**config.mk**
```make
export PLATFORM = sky130hd
export DESIGN_NAME = cnn_layer_accel_synch_barrier
export DESIGN_NICKNAME = d
export VERILOG_FILES = /design/src/rtl/cnn_layer_accel_synch_pkg.sv /design/src/rtl/cnn_layer_accel_synch_timer.sv /design/src/rtl/cnn_layer_accel_synch_barrier.sv
export SDC_FILE = /design/constraint.sdc
export NUM_CORES = 1
export LEC_CHECK = 0
export CORE_MARGIN = 10
export CORE_UTILIZATION = 43
export CTS_CLUSTER_DIAMETER = 50
export CTS_CLUSTER_SIZE = 10
export DETAILED_ROUTE_END_ITERATION = 8
export GPL_ROUTABILITY_DRIVEN = 0
export PLACE_DENSITY = 0.81
export SETUP_SLACK_MARGIN = 0.5
export SLEW_MARGIN = 10
export SYNTH_ARGS = -nofsm -noshare
export SYNTH_HDL_FRONTEND = slang
export SYNTH_SLANG_ARGS = --single-unit
```
**constraint.sdc**
```tcl
create_clock -name clk_core_i -period 2.5 [get_ports clk_core_i]
set_input_delay 0.375 -clock clk_core_i [delete_from_list [all_inputs] [get_ports clk_core_i]]
set_output_delay 0.375 -clock clk_core_i [all_outputs]
set_load 0.05 [all_outputs]
```
**src/rtl/cnn_layer_accel_synch_pkg.sv**
```systemverilog
// Shared types and default parameters for the CNN layer accelerator epoch barrier.
// The barrier RTL, its verification interface and its scoreboard all use these.
package cnn_layer_accel_synch_pkg;

   typedef enum logic [1:0] {
      ST_IDLE    = 2'd0,
      ST_COLLECT = 2'd1,
      ST_ISSUE   = 2'd2,
      ST_ERR     = 2'd3
   } synch_barrier_state_t;

   localparam int unsigned DEF_NUM_CHANNELS = 8;
   localparam int unsigned DEF_TIMEOUT_W    = 16;
   localparam int unsigned DEF_EPOCH_W      = 16;
   localparam int unsigned DEF_AUTO_REARM   = 0;

endpackage

```
**src/rtl/cnn_layer_accel_synch_timer.sv**
```systemverilog
// Timeout up-counter for the epoch barrier: counts while enabled, clears on request,
// and flags the cycle in which the next increment would reach the terminal value.
module cnn_layer_accel_synch_timer #(
   parameter int unsigned W = 16
) (
   input  logic         clk_i,
   input  logic         rst_ni,
   input  logic         clr_i,
   input  logic         en_i,
   input  logic [W-1:0] term_i,
   output logic         match_o
);

   logic [W-1:0] count_q;
   logic [W-1:0] count_d;
   logic [W-1:0] count_inc_s;

   assign count_inc_s = count_q + W'(1);
   // A terminal value of zero means the timeout is disabled, so it never matches.
   assign match_o     = (term_i != '0) && (count_inc_s == term_i);

   // Counter next-state: clear has priority over counting.
   always_comb begin
      count_d = count_q;
      if (clr_i) begin
         count_d = '0;
      end else if (en_i) begin
         count_d = count_inc_s;
      end else begin
         count_d = count_q;
      end
   end

   // Counter register.
   always_ff @(posedge clk_i or negedge rst_ni) begin
      if (!rst_ni) begin
         count_q <= '0;
      end else begin
         count_q <= count_d;
      end
   end

endmodule

```
**src/rtl/cnn_layer_accel_synch_barrier.sv**
```systemverilog
// Epoch barrier: gathers per-channel done strobes against an armed channel mask,
// offers one sync event per epoch and reports channels that miss the timeout.
module cnn_layer_accel_synch_barrier
   import cnn_layer_accel_synch_pkg::*;
#(
   parameter int unsigned NUM_CHANNELS = DEF_NUM_CHANNELS,
   parameter int unsigned TIMEOUT_W    = DEF_TIMEOUT_W,
   parameter int unsigned EPOCH_W      = DEF_EPOCH_W,
   parameter int unsigned AUTO_REARM   = DEF_AUTO_REARM
) (
   input  logic                    clk_core_i,
   input  logic                    rst_ni,
   input  logic [NUM_CHANNELS-1:0] cfg_chan_mask_i,
   input  logic [TIMEOUT_W-1:0]    cfg_timeout_i,
   input  logic                    arm_i,
   input  logic                    clear_i,
   input  logic [NUM_CHANNELS-1:0] chan_done_i,
   output logic                    sync_valid_o,
   input  logic                    sync_ready_i,
   output logic                    busy_o,
   output logic [NUM_CHANNELS-1:0] pending_mask_o,
   output logic                    err_o,
   output logic [NUM_CHANNELS-1:0] missing_mask_o,
   output logic [EPOCH_W-1:0]      epoch_cnt_o
);

   synch_barrier_state_t state_q, state_d;

   logic [NUM_CHANNELS-1:0] mask_q, mask_d;
   logic [TIMEOUT_W-1:0]    timeout_q, timeout_d;
   logic [NUM_CHANNELS-1:0] pending_q, pending_d;
   logic [NUM_CHANNELS-1:0] accum_q, accum_d;
   logic [NUM_CHANNELS-1:0] missing_q, missing_d;
   logic [EPOCH_W-1:0]      epoch_q, epoch_d;
   logic                    sync_valid_q;
   logic                    busy_q;
   logic                    err_q;

   logic [NUM_CHANNELS-1:0] done_m_s;
   logic [NUM_CHANNELS-1:0] merged_s;
   logic [NUM_CHANNELS-1:0] accum_next_s;
   logic                    timer_match_s;

   assign done_m_s     = chan_done_i & mask_q;
   assign merged_s     = pending_q | done_m_s;
   // Dones seen while the sync event waits belong to the next epoch, but only if one follows.
   assign accum_next_s = (AUTO_REARM != 0) ? (accum_q | done_m_s) : '0;

   cnn_layer_accel_synch_timer #(
      .W (TIMEOUT_W)
   ) u_timer (
      .clk_i   (clk_core_i),
      .rst_ni  (rst_ni),
      .clr_i   (state_q != ST_COLLECT),
      .en_i    (state_q == ST_COLLECT),
      .term_i  (timeout_q),
      .match_o (timer_match_s)
   );

   // Barrier next-state: completion is tested before timeout so it wins a tie.
   always_comb begin
      state_d   = state_q;
      mask_d    = mask_q;
      timeout_d = timeout_q;
      pending_d = pending_q;
      accum_d   = accum_q;
      missing_d = missing_q;
      epoch_d   = epoch_q;
      case (state_q)
         ST_IDLE: begin
            if (arm_i) begin
               mask_d    = cfg_chan_mask_i;
               timeout_d = cfg_timeout_i;
               pending_d = '0;
               accum_d   = '0;
               state_d   = (cfg_chan_mask_i == '0) ? ST_ISSUE : ST_COLLECT;
            end else begin
               state_d = ST_IDLE;
            end
         end
         ST_COLLECT: begin
            pending_d = merged_s;
            if (merged_s == mask_q) begin
               state_d = ST_ISSUE;
            end else if (timer_match_s) begin
               state_d   = ST_ERR;
               missing_d = mask_q & ~merged_s;
            end else begin
               state_d = ST_COLLECT;
            end
         end
         ST_ISSUE: begin
            if (sync_ready_i) begin
               epoch_d = epoch_q + EPOCH_W'(1);
               accum_d = '0;
               if (AUTO_REARM != 0) begin
                  state_d   = ST_COLLECT;
                  pending_d = accum_next_s;
               end else begin
                  state_d = ST_IDLE;
               end
            end else begin
               accum_d = accum_next_s;
               state_d = ST_ISSUE;
            end
         end
         ST_ERR: begin
            if (clear_i) begin
               state_d   = ST_IDLE;
               missing_d = '0;
            end else begin
               state_d = ST_ERR;
            end
         end
         default: begin
            state_d = ST_IDLE;
         end
      endcase
   end

   // State, context and output registers; status flags are decoded from the next state.
   always_ff @(posedge clk_core_i or negedge rst_ni) begin
      if (!rst_ni) begin
         state_q      <= ST_IDLE;
         mask_q       <= '0;
         timeout_q    <= '0;
         pending_q    <= '0;
         accum_q      <= '0;
         missing_q    <= '0;
         epoch_q      <= '0;
         sync_valid_q <= 1'b0;
         busy_q       <= 1'b0;
         err_q        <= 1'b0;
      end else begin
         state_q      <= state_d;
         mask_q       <= mask_d;
         timeout_q    <= timeout_d;
         pending_q    <= pending_d;
         accum_q      <= accum_d;
         missing_q    <= missing_d;
         epoch_q      <= epoch_d;
         sync_valid_q <= (state_d == ST_ISSUE);
         busy_q       <= (state_d != ST_IDLE);
         err_q        <= (state_d == ST_ERR);
      end
   end

   assign sync_valid_o   = sync_valid_q;
   assign busy_o         = busy_q;
   assign err_o          = err_q;
   assign pending_mask_o = pending_q;
   assign missing_mask_o = missing_q;
   assign epoch_cnt_o    = epoch_q;

endmodule

```
==> summary.md, run 1 <==
| Metric | Value |
|---|---|
| DP Area | 5170 µm² |
| CTS Buf Count | 9 |
| Initial antenna violation count | 0 |
| Port Buffers | 71 |
| Root buf cell | clkbuf_8 |
| Hpwl dp | roughly 7800 µm |
| Worst Setup EP | missing_mask_o[7]$_DFFE_PN0P_ |
| Arr. time, crit path | approximately 2900 ps |
| Layout area overhead | 41.3% |
| # rows | 34 |
| Main synth FF type | dfrtp_1 |
| Post-synth EDFFs | 0 |
| Failing checks | setup timing |
| Routed wire per std cell | 17.7 µm |
| Layout fillers | 693 |
| Placed insts | about 590 |
| Post-Syn Area per Cell | 10.7 µm² |
| Required @ worst endpoint | ~2800 ps |
| Maximum vdd ir drop | 0.365 mV |
| Crit path launch | u_timer.count_q[0]$_DFF_PN0_ |
| CTS tree | built |
| Worst hold margin | slightly below 500 ps |
| Total congestion overflow | 0 |
| DR vias/cell | 5.52 |
| Post-synth cell types | between 50 and 60 |
| Final instance area | around 5600 µm² |
| Sequential share of the synthesized area | about half |
| R2r endpoint | missing_mask_o[7]$_DFFE_PN0P_ |
| WP depth | 7 |
| Setup_tns | -323 ps |
| CTS sink cnt | 77 |
| CP Max Fanout | 4 |
| N_diodes | 0 |
| Post-Route Skew | roughly 7.7 ps |
| Clock latency on the worst-skew pair | between 300 and 400 ps |
| RSZ-0062 raised after global routing | true |
| Pwr/cell area | between 800 and 900 nW/µm² |
| Io pins | approximately 70 |
| Initial Util | between 40 and 50% |
| 1st-iter DRT viols | 175 |
| Synth Warn # | 0 |
| Nets | around 540 |
| Maximum clock path buffer count | 2 |
| Largest net degree at the start of global routing | 34 |
| H-tree depth | 3 |
| Reg2Reg Setup Slack | -100 ps |
| Routed vias | approximately 3,400 |
| DIE AREA | 13,400 µm² |
| Iteration count of the initial detailed-routing pass | 5 |
| Final Hold Fails | 0 |
| Gr usage total | between 10% and 20% |
| Startpoint Class | flip-flop |
| Peak Freq | just under 400 MHz |
| Tmin final | roughly 2600 ps |
| Rel. slew slack | 48.9% |
| DIE HEIGHT | 116 µm |
| Tot Pwr | ~4.7 mW |
| DRT Wirelength | ~11,000 µm |
| # setup viols final | 4 |
| CP Capture Type | flip-flop |
| Post-Syn Area | between 3000 and 4000 µm² |
| Buffers & Inverters on Critical Path | 0 |
| Layout cell share with drive strength beyond 1 | ~30% |
| Mapped Cells | between 300 and 400 |
| HP Class | flip-flop to flip-flop |
| Detail Route Antenna Nets | 0 |
| Finished Layout Cells | slightly above 600 |
| Core area | 8850 µm² |
| CP max stage cell | or4_4 |
| Reg2reg start | u_timer.count_q[0]$_DFF_PN0_ |
| Max Slew Vio Count | 0 |
| Die Wd | roughly 120 µm |
| Slowest stage delay, CP | between 500 and 600 ps |
| Share of flip-flops with an asynchronous set or reset | 100% |
| Actual slew at the worst max-slew pin | between 700 and 800 ps |
| First-pass GRT wire length | approximately 17,000 µm |
| Max_cap viols | 0 |
| R2R depth | 7 |
| DRC | 0 |
| Hold Path Origin | epoch_cnt_o[15]$_DFFE_PN0P_ |
| Final period util | 104% |
| P_leak | ~2.6 nW |
| WS Path Type | flip-flop to flip-flop |
| CP Cell Sequence | nand3_2 > or3_4 > a211oi_2 > nor3_2 > or4b_1 > or4_4 > a21o_2 |
| Clock slew at reported path FFs | 80 ps |
| Vias in the first global route | 3,614 |
| Status | complete, but fails checks |
| Final WS setup | -99.1 ps |
| Seq cells post-synth | between 70 and 80 |
| CP top delay family | simple AND/OR/NAND/NOR gates |
| Post-Syn Nets | about 420 |
synth_stat cells, drive strengths merged (2+ instances only):
library cell | count | area, µm²
nor4 | 8 | 56.3
mux2 | 25 | 282
buf | 4 | 18.8
nand4 | 10 | 62.6
a211oi | 4 | 35.0
or3 | 3 | 18.8
dfrtp | 77 | 1930
o21ai | 15 | 75.1
nor3 | 8 | 40.0
xnor3 | 2 | 45.0
nand3 | 15 | 90.1
ha | 10 | 125
or2 | 3 | 18.8
a22o | 7 | 61.3
nor2 | 28 | 108
clkbuf | 9 | 35.0
inv | 5 | 18.8
nand2 | 28 | 105
xnor2 | 31 | 272
a21oi | 12 | 60.1
nor2b | 3 | 18.8
o211ai | 2 | 15.0
xor2 | 13 | 114
and4 | 2 | 18.8
and2 | 9 | 56.3
or4 | 5 | 41.3
and3 | 10 | 63.8
timing repair:
item,in CTS,in global routing
pin swaps,7,12
resized for setup,17,31
setup buffers,4,1
hold buffers,1,0
endpoints found under the setup margin,21,22
endpoints found under the hold margin,30,0
sequential cells by signal (all words and copies together) (netlist names), 2 cells and up:
signal and flops:
missing_mask_o 8, u_timer.count_q 16, pending_mask_o 8, state_q 2, mask_q 8, epoch_cnt_o 16, timeout_q 16
metal layers:
layer	share of wire (%)	wire [µm]	vias up	track usage, %
li1	-	-	1576	-
met1	42	4550	1670	19.1
met2	49	5310	100	27.3
met3	6.9	746	13	4.75
met4	1.5	162	0	5.84
met5	0	0	-	0
cell families after synthesis:
logic type / after synthesis / synth area share (%)
adder cells (fa/ha/maj): 10 / 3.16
XOR/XNOR: 46 / 10.9
flip-flops: 77 / 48.7
AND/OR/NAND/NOR: 137 / 18.7
multiplexers: 25 / 7.12
buffers and inverters: 18 / 1.83
AO/OA/AOI/OAI: 55 / 9.62
how the worst min path moves through the flow:
stage                     cells after the start                           to
after floorplan                               0             busy_o$_DFF_PN0_
after global placement                        1    timeout_q[10]$_DFFE_PN0P_
after global routing                          1  epoch_cnt_o[15]$_DFFE_PN0P_
after detailed placement                      1    timeout_q[10]$_DFFE_PN0P_
after CTS                                     1  epoch_cnt_o[15]$_DFFE_PN0P_
final                                         1  epoch_cnt_o[15]$_DFFE_PN0P_
through the flow:
stage / util (%) / setup slack (ps)
4_1_cts: 61.6 / -99.6
2_1_floorplan: - / -8.73
3_5_place_dp: 58.5 / -145
6_report: 63.1 / -99.1
5_1_grt: 63.1 / -148
3_3_place_gp: 58.5 / -54.2
layout make-up:
type	count	area (µm²)	area share, %
Tap cell	108	135	2.42
Sequential cell	77	1940	34.7
Clock buffer	9	124	2.22
Multi-Input combinational cell	273	2120	37.9
Clock inverter	7	81.3	1.46
Timing Repair Buffer	129	1170	20.9
Inverter	5	18.8	0.336
report_power, final:
part	switching, mW	internal [mW]	total, mW	leakage, nW
Clock	0.493	0.473	0.966	0.100
Sequential	0.314	1.52	1.84	0.963
Combinational	0.935	0.993	1.93	1.52
cells in the final DEF, fill, tap and decap left out, types with 4 or more instances in the layout:
| master | count |
|---|---|
| a211oi_2 | 4 |
| a21oi_1 | 9 |
| a22o_1 | 7 |
| and2_1 | 8 |
| and3_1 | 8 |
| buf_4 | 55 |
| clkbuf_8 | 9 |
| clkdlybuf4s50_1 | 55 |
| dfrtp_1 | 66 |
| dfrtp_2 | 11 |
| dlygate4sd2_1 | 7 |
| dlymetal6s2s_1 | 8 |
| ha_1 | 9 |
| inv_1 | 4 |
| mux2_2 | 25 |
| nand2_1 | 27 |
| nand3_1 | 11 |
| nand4_1 | 10 |
| nor2_1 | 26 |
| nor3_1 | 5 |
| nor4_1 | 4 |
| nor4_2 | 4 |
| o21ai_0 | 15 |
| or4_1 | 4 |
| xnor2_1 | 29 |
| xor2_1 | 13 |
worst register-to-register path, stage by stage (launching register included):
cell      delay (ps)
dfrtp_2          420
nand3_2          100
or3_4            400
a211oi_2         210
nor3_2            80
or4b_1           470
or4_4            590
a21o_2           210
Power figures use the tool's default switching activity.
==> run 2, diff against run 1 <==
--- a/config.mk
+++ b/config.mk
@@ -13,6 +13,7 @@
 export GPL_ROUTABILITY_DRIVEN = 0
 export PLACE_DENSITY = 0.81
 export SETUP_SLACK_MARGIN = 0.5
+export SKIP_CTS_REPAIR_TIMING = 1
 export SLEW_MARGIN = 10
 export SYNTH_ARGS = -nofsm -noshare
 export SYNTH_HDL_FRONTEND = slang
==> run 2 against run 1 <==
The flow still finishes with violations (setup timing). Sequential share of layout area is 0.43 points higher. Critical path type unchanged. Non-clock buffer count fell by 3. Clock-buffer cell count unchanged. Critical path depth unchanged. Combinational power down 9%. Sequential cell count unchanged. Die area unchanged. First-iteration DRC count shrank 14%. Hold slack better by 1.0 ps. Core utilization fell by 0.76 points. Clock skew about the same.
==> summary.md, run 2 (synthesized netlist as in run 1, its figures left out) <==
| Metric | Value |
|---|---|
| Status | complete, but fails checks |
| Failing checks | setup timing |
| Largest net degree at the start of global routing | 34 |
| Final instance area | 5520 µm² |
| Layout cell share with drive strength beyond 1 | around 28% |
| Peak Freq | approximately 380 MHz |
| Pwr/cell area | about 830 nW/µm² |
| Placed insts | 586 |
| P_sw | around 1.7 mW |
| Initial antenna violation count | 0 |
| Required @ worst endpoint | roughly 2800 ps |
| Buffers & Inverters on Critical Path | 0 |
| Comb pwr share | between 30% and 40% |
| # setup viols final | 10 |
| HP Class | flip-flop to flip-flop |
| Finished Layout Cells | 605 |
| P_leak | 2.65 nW |
| Most frequent cells in the layout | 66 x dfrtp_1, 56 x clkdlybuf4s50_1, 55 x buf_4, 29 x xnor2_1, 28 x nand2_1 |
| Most common library cell in the layout ignoring fill and taps | dfrtp_1 |
| Io pins | a little over 70 |
| Routed wire per std cell | between 15 and 20 µm |
| Gr usage total | around 16% |
| Reg2reg start | u_timer.count_q[1]$_DFF_PN0_ |
| DR vias/cell | about 5.5 |
| Crit path launch | u_timer.count_q[1]$_DFF_PN0_ |
| Sw Share | between 30% and 40% |
| Clock latency on the worst-skew pair | 360 ps |
| Layout area overhead | 39.5% |
| Final period util | 105% |
| 1st-iter DRT viols | roughly 150 |
| Initial Util | about 45% |
| Vias in the first global route | 3,596 |
| Die Wd | 116 µm |
| Actual slew at the worst max-slew pin | 754 ps |
| CP top delay family | simple AND/OR/NAND/NOR gates |
| Tmin final | approximately 2600 ps |
| Most used cell along the critical path | a211oi_2 |
| N_diodes | 0 |
| Iteration count of the initial detailed-routing pass | 4 |
| DRC | 0 |
| CTS Buf Count | 9 |
| Tot Pwr | 4.56 mW |
| DP Area | between 5000 and 6000 µm² |
| Setup_tns | -457 ps |
| Int Power | between 2 and 3 mW |
| Max_cap viols | 0 |
| Root buf cell | clkbuf_8 |
| WS Path Type | flip-flop to flip-flop |
| Max Slew Vio Count | 0 |
| First-pass GRT wire length | ~17,000 µm |
| Rel. slew slack | 49.3% |
| Hold Path Origin | epoch_cnt_o[15]$_DFFE_PN0P_ |
| RSZ-0062 raised after global routing | true |
| Port Buffers | between 70 and 80 |
| Post-Route Skew | slightly above 7 ps |
| DRT Wirelength | between 10,000 and 15,000 µm |
| CTS sink cnt | a little under 80 |
| Clock slew at reported path FFs | ~80 ps |
| CP max stage cell | or4_4 |
| Final Hold Fails | 0 |
| CP Max Fanout | 4 |
| DIE HEIGHT | ~120 µm |
| Clock power share | 21.3% |
| Core area | a little under 9000 µm² |
| Slowest stage delay, CP | roughly 570 ps |
| DIE AREA | 13,400 µm² |
| Sequential fraction of design power | between 40% and 50% |
| # rows | 34 |
| Detail Route Antenna Nets | 0 |
| Fin util | approximately 62% |
| Arr. time, crit path | 2890 ps |
| Hpwl dp | a little under 8000 µm |
| CP Cell Sequence | nand3_2 > or3_1 > a211oi_2 > nor3_2 > or4b_1 > or4_4 > a211oi_2 |
| Maximum vdd ir drop | approximately 0.36 mV |
| Nets | ~540 |
| Total congestion overflow | 0 |
| H-tree depth | 3 |
| Startpoint Class | flip-flop |
| CTS tree | built |
| Layout fillers | approximately 710 |
| Final WS setup | -119 ps |
| CP Capture Type | flip-flop |
| Routed vias | approximately 3,300 |
| Maximum clock path buffer count | 2 |
==> run 2: routing by layer <==
metal	GRT usage (%)	share of wire (%)	vias to the layer above
li1	-	-	1569
met1	18.8	41	1642
met2	26.8	49	108
met3	5.01	7.6	19
met4	6.26	2.0	0
met5	0	0	-
==> run 2: power by group through the flow <==
stage | Combinational, mW | Clock (mW) | Sequential [mW]
floorplan | 0.969 | 0 | 1.84
global placement | 1.61 | 0 | 1.82
detailed placement | 1.66 | 0 | 1.84
CTS | 1.68 | 0.989 | 1.82
global route | 1.91 | 1.05 | 1.87
finish | 1.75 | 0.970 | 1.83
==> run 2: worst paths after layout <==
check / endpoint / slack, ps / cells past startpoint
min in group asynchronous: timeout_q[10]$_DFFE_PN0P_ / 500 / 2
worst max-delay path: sync_valid_o$_DFF_PN0_ / -120 / 7
worst max register to register: sync_valid_o$_DFF_PN0_ / -120 / 7
worst min register to register: epoch_cnt_o[15]$_DFFE_PN0P_ / 480 / 1
max in group asynchronous: timeout_q[13]$_DFFE_PN0P_ / 1400 / 3
worst min-delay path: epoch_cnt_o[15]$_DFFE_PN0P_ / 480 / 1
==> run 2: layout make-up <==
cell class	count	area, µm²	share of cell area [%]
Clock buffer	9	124	2.24
Clock inverter	7	81.3	1.47
Inverter	5	18.8	0.340
Multi-Input combinational cell	273	2060	37.3
Sequential cell	77	1940	35.2
Tap cell	108	135	2.45
Timing Repair Buffer	126	1160	21.0
==> run 2: through the flow <==
step	setup slack (ps)	hold WS (ps)
after floorplan	-8.73	79.4
after global placement	-54.2	346
after detailed placement	-145	347
after CTS	-192	-35.9
after global routing	-212	514
final	-119	482
==> run 3, diff against run 2 <==
--- a/config.mk
+++ b/config.mk
@@ -5,9 +5,8 @@
 export SDC_FILE = /design/constraint.sdc
 export NUM_CORES = 1
 export LEC_CHECK = 0
-export CORE_MARGIN = 10
 export CORE_UTILIZATION = 43
-export CTS_CLUSTER_DIAMETER = 50
+export CTS_CLUSTER_DIAMETER = 30
 export CTS_CLUSTER_SIZE = 10
 export DETAILED_ROUTE_END_ITERATION = 8
 export GPL_ROUTABILITY_DRIVEN = 0
==> run 3 against run 2 <==
Clock-buffer cell count unchanged. The flow finishes with violations (DRC, setup timing). Critical path type unchanged. Power up 3.9%. Die area down 29%.
==> summary.md, run 3 (synthesized netlist as in run 1, its figures left out) <==
| Metric | Value |
|---|---|
| Sw Share | between 30 and 40% |
| DRC | 7 |
| Finished Layout Cells | approximately 600 |
| Gr usage total | a little over a fifth |
| # setup viols final | 4 |
| Required @ worst endpoint | roughly 2800 ps |
| Post-Route Skew | between 10 and 15 ps |
| Routed vias | about 3,300 |
| Core area | ~9000 µm² |
| Clock slew at reported path FFs | roughly 90 ps |
| # rows | 34 |
| Io pins | just over 70 |
| Pwr/cell area | around 840 nW/µm² |
| Failing checks | DRC, setup timing |
| HP Class | flip-flop to flip-flop |
| Actual slew at the worst max-slew pin | about 750 ps |
| Crit path launch | u_timer.count_q[0]$_DFF_PN0_ |
| Layout fillers | roughly 650 |
| Reg2reg start | u_timer.count_q[0]$_DFF_PN0_ |
| Status | complete, but fails checks |
| Reg2Reg Setup Slack | -220 ps |
| CP top delay family | simple AND/OR/NAND/NOR gates |
| WP depth | 10 |
| Layout cell share with drive strength beyond 1 | 29.9% |
| Tmin final | around 2700 ps |
| WS Path Type | flip-flop to flip-flop |
| CP Cell Sequence | buf_4 > ha_4 > nand3_4 > buf_4 > nor3_2 > o32ai_1 > nor4_1 > nand3_1 > or4_4 > a211oi_2 |
| CP max stage cell | or4_4 |
| Most common library cell in the layout ignoring fill and taps | dfrtp_1 |
| N_diodes | 0 |
| R2R depth | 10 |
| CTS Buf Count | 9 |
| First-pass GRT wire length | 16,300 µm |
| Final WS setup | -223 ps |
| H-tree depth | 3 |
| DRT Wirelength | a little over 10,000 µm |
| Sequential fraction of design power | between 30% and 40% |
| Max_cap viols | 0 |
| Detail Route Antenna Nets | 0 |
| Largest net degree at the start of global routing | 38 |
| CTS sink cnt | 77 |
| Most used cell along the critical path | buf_4 |
| Vias in the first global route | ~3,400 |
| Area of the multi-input gates | about 2200 µm² |
| Die Wd | ~100 µm |
| RSZ-0062 raised after global routing | true |
| Layout area overhead | 43.0% |
| CP Max Fanout | 6 |
| Initial Util | between 40% and 50% |
| Hpwl dp | about 7100 µm |
| Initial antenna violation count | 0 |
| Int Power | a little under 3 mW |
| Peak Freq | 367 MHz |
| Startpoint Class | flip-flop |
| Iteration count of the initial detailed-routing pass | 7 |
| Tot Pwr | ~4.7 mW |
| DR vias/cell | between 5 and 6 |
| Slowest stage delay, CP | 580 ps |
| Nets | approximately 540 |
| CP Capture Type | flip-flop |
| Clock power share | a little over a fifth |
| Register area | around 1900 µm² |
| DIE HEIGHT | around 98 µm |
| Rel. slew slack | around 50% |
| CTS tree | built |
| Fin util | between 60% and 70% |
| Arr. time, crit path | between 2000 and 3000 ps |
| Max Slew Vio Count | 0 |
| R2r endpoint | sync_valid_o$_DFF_PN0_ |
| Worst Setup EP | sync_valid_o$_DFF_PN0_ |
| DP Worst Slack | -254 ps |
| Maximum vdd ir drop | ~0.40 mV |
| Placed insts | roughly 590 |
| Final Hold Fails | 0 |
| Maximum clock path buffer count | 2 |
| 1st-iter DRT viols | roughly 210 |
| P_sw | 1.76 mW |
| Setup_tns | -767 ps |
| Root buf cell | clkbuf_8 |
| Comb pwr share | just under 40% |
| Total congestion overflow | 0 |
| Final period util | 109% |
| Port Buffers | slightly above 70 |
| Clock latency on the worst-skew pair | around 360 ps |
| Most frequent cells in the layout | 66 x dfrtp_1, 57 x buf_4, 56 x clkdlybuf4s50_1, 30 x xnor2_1, 28 x nand2_1 |
| Routed wire per std cell | 16.7 µm |
| P_leak | 2.72 nW |
| Buffers & Inverters on Critical Path | 2 |
| DIE AREA | ~9600 µm² |
[run 3: cell types whose count changed in the layout (fill, tap and decap cells not counted), sizes merged]
cell,delta
buf,+4
clkinv,-1
clkinvlp,-1
inv,+2
[run 3: power by group through the flow]
stage,combinational [mW],sequential (mW),clock [mW]
after detailed placement,1.60,1.86,0
after global placement,1.56,1.84,0
after global routing,2.03,1.91,1.06
after floorplan,0.969,1.84,0
final,1.87,1.87,0.993
after CTS,1.62,1.84,1.01
[run 3: layer usage]
layer / share of wire, % / track usage, %
met1: 42 / 26.6
met5: 0 / 0
met4: 2.0 / 8.16
met3: 6.7 / 5.08
met2: 49 / 35.9
[run 3: cell type report]
type                       count  share of cell area (%)
multi-input combinational    273                    38.2
sequential                    77                    34.3
timing repair buffer         130                    21.2
tap                          108                    2.39
clock buffer                   9                    2.19
clock inverter                 7                    1.44
inverter                       5                   0.332
[run 3: worst min-delay path by stage]
stage                                startpoint                          end  depth (start not counted)
finish              epoch_cnt_o[15]$_DFFE_PN0P_  epoch_cnt_o[15]$_DFFE_PN0P_                          1
CTS                                      rst_ni  epoch_cnt_o[13]$_DFFE_PN0P_                          1
global placement                         rst_ni    timeout_q[10]$_DFFE_PN0P_                          1
global route        epoch_cnt_o[15]$_DFFE_PN0P_  epoch_cnt_o[15]$_DFFE_PN0P_                          1
detailed placement                       rst_ni     timeout_q[4]$_DFFE_PN0P_                          1
floorplan                                rst_ni             busy_o$_DFF_PN0_                          0
[run 3: worst register-to-register path: stages (launching register included)]
cell and delay [ps]:
dfrtp_2 400, buf_4 130, ha_4 160, nand3_4 100, buf_4 170, nor3_2 200, o32ai_1 120, nor4_1 390
nand3_1 150, or4_4 580, a211oi_2 220
[run 3: metrics by stage]
step | area, µm² | hold WS [ps]
5_1_grt | 5650 | 526
3_5_place_dp | 5170 | 367
2_1_floorplan | 4010 | 79.4
6_report | 5650 | 480
4_1_cts | 5370 | -31.9
3_3_place_gp | 5170 | 361
